<file path="src/rtl/ifetch_ctrl.sv">
// Instruction fetch controller: issues one memory read at a time and queues
// returned words with their addresses in a small FIFO toward decode.
`timescale 1ns/1ps
module ifetch_ctrl #(
  parameter int DEPTH = 2
) (
  input  logic        clk,
  input  logic        rst,
  input  logic [31:0] pc,
  input  logic        flush,
  output logic        pc_advance,
  output logic        mem_req,
  output logic [31:0] mem_addr,
  input  logic        mem_gnt,
  input  logic        mem_rvalid,
  input  logic [31:0] mem_rdata,
  output logic        inst_valid,
  output logic [31:0] inst,
  output logic [31:0] inst_pc,
  input  logic        inst_ready
);

  // DEPTH is 2 or 4, so one or two pointer bits suffice.
  localparam int PW = (DEPTH > 2) ? 2 : 1;
  localparam int CW = PW + 1;
  localparam logic [CW-1:0] FULL = CW'(DEPTH);
  localparam logic [PW-1:0] LAST = PW'(DEPTH - 1);

  typedef enum logic [1:0] {
    IDLE     = 2'd0,
    WAIT_RSP = 2'd1,
    DROP     = 2'd2
  } state_t;

  state_t        state;
  logic [31:0]   pending_pc;
  logic [PW-1:0] wr_ptr;
  logic [PW-1:0] rd_ptr;
  logic [CW-1:0] count;
  logic [31:0]   buf_inst [DEPTH];
  logic [31:0]   buf_pc   [DEPTH];
  logic          grant;
  logic          push;
  logic          pop;

  function automatic logic [PW-1:0] ptr_next(input logic [PW-1:0] p);
    return (p == LAST) ? '0 : p + PW'(1);
  endfunction

  always_comb begin
    mem_req    = (state == IDLE) && (count < FULL) && !flush;
    grant      = mem_req && mem_gnt;
    pc_advance = grant;
    mem_addr   = pc;
    // Only a response to a live request in WAIT_RSP may enter the buffer.
    push       = (state == WAIT_RSP) && mem_rvalid && !flush;
    inst_valid = (count != '0);
    pop        = inst_valid && inst_ready && !flush;
    inst       = buf_inst[rd_ptr];
    inst_pc    = buf_pc[rd_ptr];
  end

  always_ff @(posedge clk or posedge rst) begin
    if (rst) begin
      state      <= IDLE;
      pending_pc <= '0;
    end else begin
      case (state)
        IDLE: begin
          if (grant) begin
            pending_pc <= pc;
            state      <= WAIT_RSP;
          end
        end
        WAIT_RSP: begin
          // A flushed response still has to be absorbed before the next request.
          if (mem_rvalid)  state <= IDLE;
          else if (flush)  state <= DROP;
        end
        DROP: begin
          if (mem_rvalid) state <= IDLE;
        end
        default: state <= IDLE;
      endcase
    end
  end

  always_ff @(posedge clk or posedge rst) begin
    if (rst) begin
      wr_ptr <= '0;
      rd_ptr <= '0;
      count  <= '0;
      for (int i = 0; i < DEPTH; i++) begin
        buf_inst[i] <= '0;
        buf_pc[i]   <= '0;
      end
    end else if (flush) begin
      wr_ptr <= '0;
      rd_ptr <= '0;
      count  <= '0;
    end else begin
      if (push) begin
        buf_inst[wr_ptr] <= mem_rdata;
        buf_pc[wr_ptr]   <= pending_pc;
        wr_ptr           <= ptr_next(wr_ptr);
      end
      if (pop) rd_ptr <= ptr_next(rd_ptr);
      case ({push, pop})
        2'b10:   count <= count + CW'(1);
        2'b01:   count <= count - CW'(1);
        default: count <= count;
      endcase
    end
  end

endmodule

</file>
<file path="config.mk">
export PLATFORM = sky130hd
export DESIGN_NAME = ifetch_ctrl
export DESIGN_NICKNAME = d
export VERILOG_FILES = /design/src/rtl/ifetch_ctrl.sv
export SDC_FILE = /design/constraint.sdc
export NUM_CORES = 1
export LEC_CHECK = 0
export BUFFER_PORTS_ARGS = -buffer_cell sky130_fd_sc_hd__buf_2
export CAP_MARGIN = 25
export CORE_AREA = 2 2 157 159
export CTS_BUF_LIST = sky130_fd_sc_hd__clkbuf_4 sky130_fd_sc_hd__clkbuf_8
export CTS_CLUSTER_DIAMETER = 200
export CTS_CLUSTER_SIZE = 14
export DETAILED_ROUTE_END_ITERATION = 8
export DIE_AREA = 0 0 159 161
export PLACE_DENSITY_LB_ADDON = 0.25
export SETUP_SLACK_MARGIN = 0.4
export SLEW_MARGIN = 20
export SYNTH_ARGS = -nofsm -noshare
export SYNTH_HDL_FRONTEND = slang
export SYNTH_SLANG_ARGS = --single-unit
</file>
<file path="constraint.sdc">
create_clock -name clk -period 6.3 [get_ports clk]
set_clock_uncertainty 0.15 [all_clocks]
set_input_delay 0.315 -clock clk [delete_from_list [all_inputs] [get_ports clk]]
set_output_delay 0.315 -clock clk [all_outputs]
set_load 0.005 [all_outputs]
</file>
# ---- After elaboration in Yosys (flattened, before gate mapping)
# Index checks and enable logic that the tools add are counted.
dict set report word_totals {
  ff_bits 166
  output_inout_bits 99
}
dict set report classes {
  n_mux 23
  n_eq_ne 7
  reduce_logical 17
  n_bitwise 3
  order_cmp 4
  addsub 4
}
# operator n
set ops {}
lappend ops {{two-way mux 32 bit} 7}
lappend ops {{bitwise mux 64 bit} 2}
lappend ops {{demux 32 bit (select 1 bit)} 1}
lappend ops {{two-way mux 2 bit} 5}
lappend ops {{logical AND 1 bit} 8}
lappend ops {{two-way mux 1 bit} 6}
lappend ops {{case mux 2 bit (3 select lines)} 1}
lappend ops {{nonzero test 2 bit} 3}
lappend ops {{equality test 2 x 1 -> 1 bit (second input constant)} 2}
lappend ops {{equality test 2 bit (second input constant)} 2}
lappend ops {{>= comparator 2 bit (second input constant)} 2}
lappend ops {{inequality test 2 bit (second input constant)} 2}
lappend ops {{NOT 1 -> 2 bit} 2}
lappend ops {{case mux 2 bit (2 select lines)} 1}
lappend ops {{AND reduction 2 bit} 2}
lappend ops {{inequality test 3 bit (second input constant)} 1}
lappend ops {{AND reduction 3 bit} 1}
lappend ops {{nonzero test 3 bit} 1}
lappend ops {{adder 1 bit (second input constant)} 2}
lappend ops {{adder 2 x 1 -> 2 bit (second input constant)} 1}
lappend ops {{zero test 2 bit} 1}
lappend ops {{less-than comparator 2 x 1 -> 1 bit (second input constant)} 1}
lappend ops {{less-than comparator 2 bit (second input constant)} 1}
lappend ops {{subtractor 2 x 1 -> 2 bit (second input constant)} 1}
lappend ops {{2 further kinds} 2}

# ---- Logic depth before layout (Yosys ltp)
dict set report logic_depth {
  depth_word 6
  ltp_mapped 5
  depth_no_buf 3
}

# ---- Worst setup path before layout
# No wires, ideal clock.
dict set report synth_path {
  kind {register to register}
  start {reg state[1]}
  end {reg buf_inst[0] (netlist bit)}
  arrival_time_ns 1.571
  synth_period_minus_slack_ns 1.846
  slack_ns 4.454
  setup_time_ns 0.125
  path_stages_with_launch 6
  path_cell_list {dfrtp_1 nand3b_4 or3b_1 buf_6 buf_12 mux2_4}
}
dict set report synth_via {
  elab_chain_cells 4
}
# element line_no
set synth_rtl {}
lappend synth_rtl {{start: declaration} 35} ;# state_t state;
lappend synth_rtl {{start signal: assignment} 65} ;# state <= IDLE;
lappend synth_rtl {{start signal: assignment} 72} ;# state <= WAIT_RSP;
lappend synth_rtl {{start signal: assignment} 77} ;# if (mem_rvalid) state <= IDLE;
lappend synth_rtl {{equality test 2 x 1 -> 1 bit} 56} ;# push = (state == WAIT_RSP) && mem_rvalid && !flush;
lappend synth_rtl {{logical AND 1 bit (2 in series)} 56}
lappend synth_rtl {{AND reduction 2 bit (no source line)} n/a}
lappend synth_rtl {{end signal: indexed assignment} 103} ;# buf_inst[wr_ptr] <= mem_rdata;
lappend synth_rtl {{end: declaration} 40} ;# logic [31:0] buf_inst [DEPTH];
# Every way passes these cells.
# A chain may end at the register's enable or synchronous reset.

# ---- Worst setup path after layout
dict set report layout_path {
  start {in flush}
  end {out pc_advance}
}
dict set report layout_via {
  elab_chain_cells 3
}
# element line_no
set layout_rtl {}
lappend layout_rtl {{start: declaration} 10} ;# input logic flush,
lappend layout_rtl {{zero test 1 bit} 51} ;# mem_req = (state == IDLE) && (count < FULL) && !flush;
lappend layout_rtl {{logical AND 1 bit} 51}
lappend layout_rtl {{logical AND 1 bit} 52} ;# grant = mem_req && mem_gnt;
lappend layout_rtl {{end: declaration} 11} ;# output logic pc_advance,
# Every way passes these cells.

==> summary.md <==
| Metric | Value |
|---|---|
| Worst Hold End | rd_ptr$_DFFE_PP0P_ |
| Pwr dens | 331 nW/um^2 |
| Post-synthesis mux area share | 36.4% |
| Post-synthesis cell count | 475 |
| Warnings, synthesis | 0 |
| Largest net degree at the start of global routing | 104 |
| Area Overhead vs Synth | 25.6% |
| CP Launch Type | primary input |
| Clk sinks | 166 |
| Core area | 24,000 sq um |
| Crit path time final | 2.77 ns |
| Setup Viol. Count Final | 0 |
| CTS buffer count | 17 |
| CTS H-tree lvls | 4 |
| Pre-CTS WS | 3.72 ns |
| Die height | 161 um |
| Largest family of logic cells by synthesized area | multiplexers |
| Highest-count cells in the layout ignoring fill and taps | buf_2, dfrtp_1, mux2_2, dlygate4sd3_1, mux2_4 |
| Cell variety after synth | 26 |
| TritonCTS clock tree | built |
| Grt met1 use | 17.1% |
| Synth Area in XOR/XNOR | 0.116% |
| Die W | 159 um |
| Final Max Slew Viols | 0 |
| Detailed Place HPWL | 9.94 mm |
| Most common cell after layout, fill and taps aside | buf_2 |
| Required @ worst endpoint | 5.83 ns |
| Avg Cell Area, Syn | 15.9 sq um |
| Reg2Reg Depth | 4 |
| Post-synth top flop | dfrtp_1 |
| Syn nets | 545 |
| Synth async-reset ratio | 100% |
| Hold path start | inst_ready |
| DRT iter0 DRCs | 162 |
| Reg2reg end | buf_pc[29]$_DFFE_PP0P_ |
| Reg-to-Reg Start | state[1]$_DFFE_PP0P_ |
| Slew headroom | 33.7% |
| TNS Setup | 0 ns |
| PortBufs | 168 |
| I/O pins | 169 |
| Post-cts resize count | 0 |
| Router iterations before antenna repair | 4 |
| Area contributors post-synth | dfrtp_1, mux2_2, mux2_4 |
| Fin crit share | 44.0% |
| CP Capture Type | output pin |
| Met2 Usage GRT | 21.7% |
| RSZ-0062 raised after global routing | no |
| GRT busiest layer | met2 |
| Final instance area | 9470 sq um |
| Maximum VDD drop | 113 uV |
| Area leader, netlist | dfrtp_1 |
| CP Data Arrival Time | 2.31 ns |
| Post-synthesis sequential area ratio | 55.1% |
| Adder-cell share of the synthesized area | 0% |
| Maxcap violations | 0 |
| Vias in the first global route | 4,903 |
| Worst skew pair latency | 0.44 ns |
| DIE AREA | 25,600 sq um |
| Area of the multi-input gates | 2930 sq um |
| Met3 usage | 2.88% |
| Post-synth top area share | 55.1% |
| Clock Path Buffers | 2 |
| # diodes | 0 |
| Hold Vio Cnt, Final | 0 |
| Initial antenna violation count | 0 |
| Placed Area | 8390 sq um |
| CP Max Fanout | 34 |
| Yosys reg bits | 166 |
| Fmax | 361 MHz |
| Clk root buf | clkbuf_8 |
| Clk slew on worst S/H paths | 0.09 ns |
| Routed WL | 16.2 mm |
| Routed WL per cell | 15.9 um |
| Synth Area in Compound Gates | 0.531% |
| Worst-margin pin slew | 0.994 ns |
| Seq. cell area | 4160 sq um |
| Fraction of the mapped netlist area in simple logic gates | 1.66% |
| R2R Setup Slk | 3.75 ns |
| Share of layout cells above drive strength 1 | 63.6% |
| Via count | 4,457 |
| Effective utilization at floorplan | 31.5% |
| Gp weighted congestion | 0.699 |
| First-pass GRT wire length | 26.5 mm |
| WS Path Type | primary input to output pin |
| Mapped Area | 7540 sq um |
| Status | finished clean |
| Row Count | 57 |
| Leak | 4.61 nW |
| Worst Slack Setup Final | 3.53 ns |
| Critical Path Start | flush |
| Post-route DRC | 0 |
| Tot GR Track Use | 13.1% |
| Hold Path Stages | 4 |
| Number of synthesized flops with an enable pin | 0 |
| Fill cells | 2,274 |
| Worst min path class | primary input to register |
| Final ANT Viol Nets | 0 |
| Via/cell ratio | 4.40 |
| Gr ovfl total | 0 |
| Fin nets | 747 |
[flip-flops by register name (all words and copies together), names as in the netlist]
signal,flops
buf_inst,64
buf_pc,64
pending_pc,32
count,2
state,2
rd_ptr,1
wr_ptr,1
[timing repair]
item | in CTS | in global routing
buffers inserted | 0 | 0
hold buffers | 67 | 0
hold endpoints to repair | 202 | 0
[layout make-up]
type	instances	share of cell area (%)
multi-input combinational	248	31.0
tap	324	4.28
clock buffer	18	2.62
sequential	166	43.9
clock inverter	14	1.47
inverter	4	0.211
timing repair buffer	240	16.6
[how the worst max path moves through the flow]
stage / to / slack, ns / depth (start not counted)
detailed placement: buf_inst[1]$_DFFE_PP0P_ / 3.72 / 4
floorplan: buf_inst[0]$_DFFE_PP0P_ / 1.34 / 1
finish: pc_advance / 3.53 / 6
CTS: pc_advance / 3.42 / 6
global route: pc_advance / 3.27 / 6
global placement: buf_pc[23]$_DFFE_PP0P_ / 3.79 / 4
[where the power goes]
group / internal (mW) / switching, mW / total [mW]
clock: 0.336 / 0.430 / 0.766
combinational: 0.560 / 0.288 / 0.849
sequential: 1.36 / 0.160 / 1.52
total: 2.25 / 0.878 / 3.13
[cell families (layout without fill, tap and decap cells)]
kind of cell / Yosys count / in the layout
simple gates: 17 / 17
buf+inv: 61 / 276
mux: 224 / 224
flops: 166 / 166
compound gates: 6 / 6
xor+xnor: 1 / 1
[metal layers]
metal | up-vias | part of all wire (%)
li1 | 2055 | -
met1 | 2296 | 45
met5 | - | 0
met2 | 98 | 50
met4 | 0 | 1.1
met3 | 8 | 3.3
[critical path, cell delays in order]
cell	delay, ns
dlygate4sd3_1	0.53
buf_2	0.18
nor4_2	0.32
nand2_2	0.61
inv_1	0.21
buf_2	0.14
[metrics by stage]
step	utilization [%]	instances	hold slack (ns)	power, mW
final	39.5	1014	0.127	3.13
after global placement	35.0	914	0.334	2.33
after floorplan	-	475	0.231	2.04
after CTS	39.4	1013	0.0787	3.20
after global routing	39.5	1014	0.0940	3.34
after detailed placement	35.0	914	0.339	2.37
[cell usage after synthesis (2+ instances only)]
master      n
a21oi_1     2
buf_12      6
buf_2      10
buf_4      32
clkbuf_1    8
dfrtp_1   166
inv_1       4
mux2_2    164
mux2_4     60
nand2b_1    3
nand3b_1    2
nor2_1      2
nor3_1      3
Note: power is estimated with default switching activity, not from simulation.
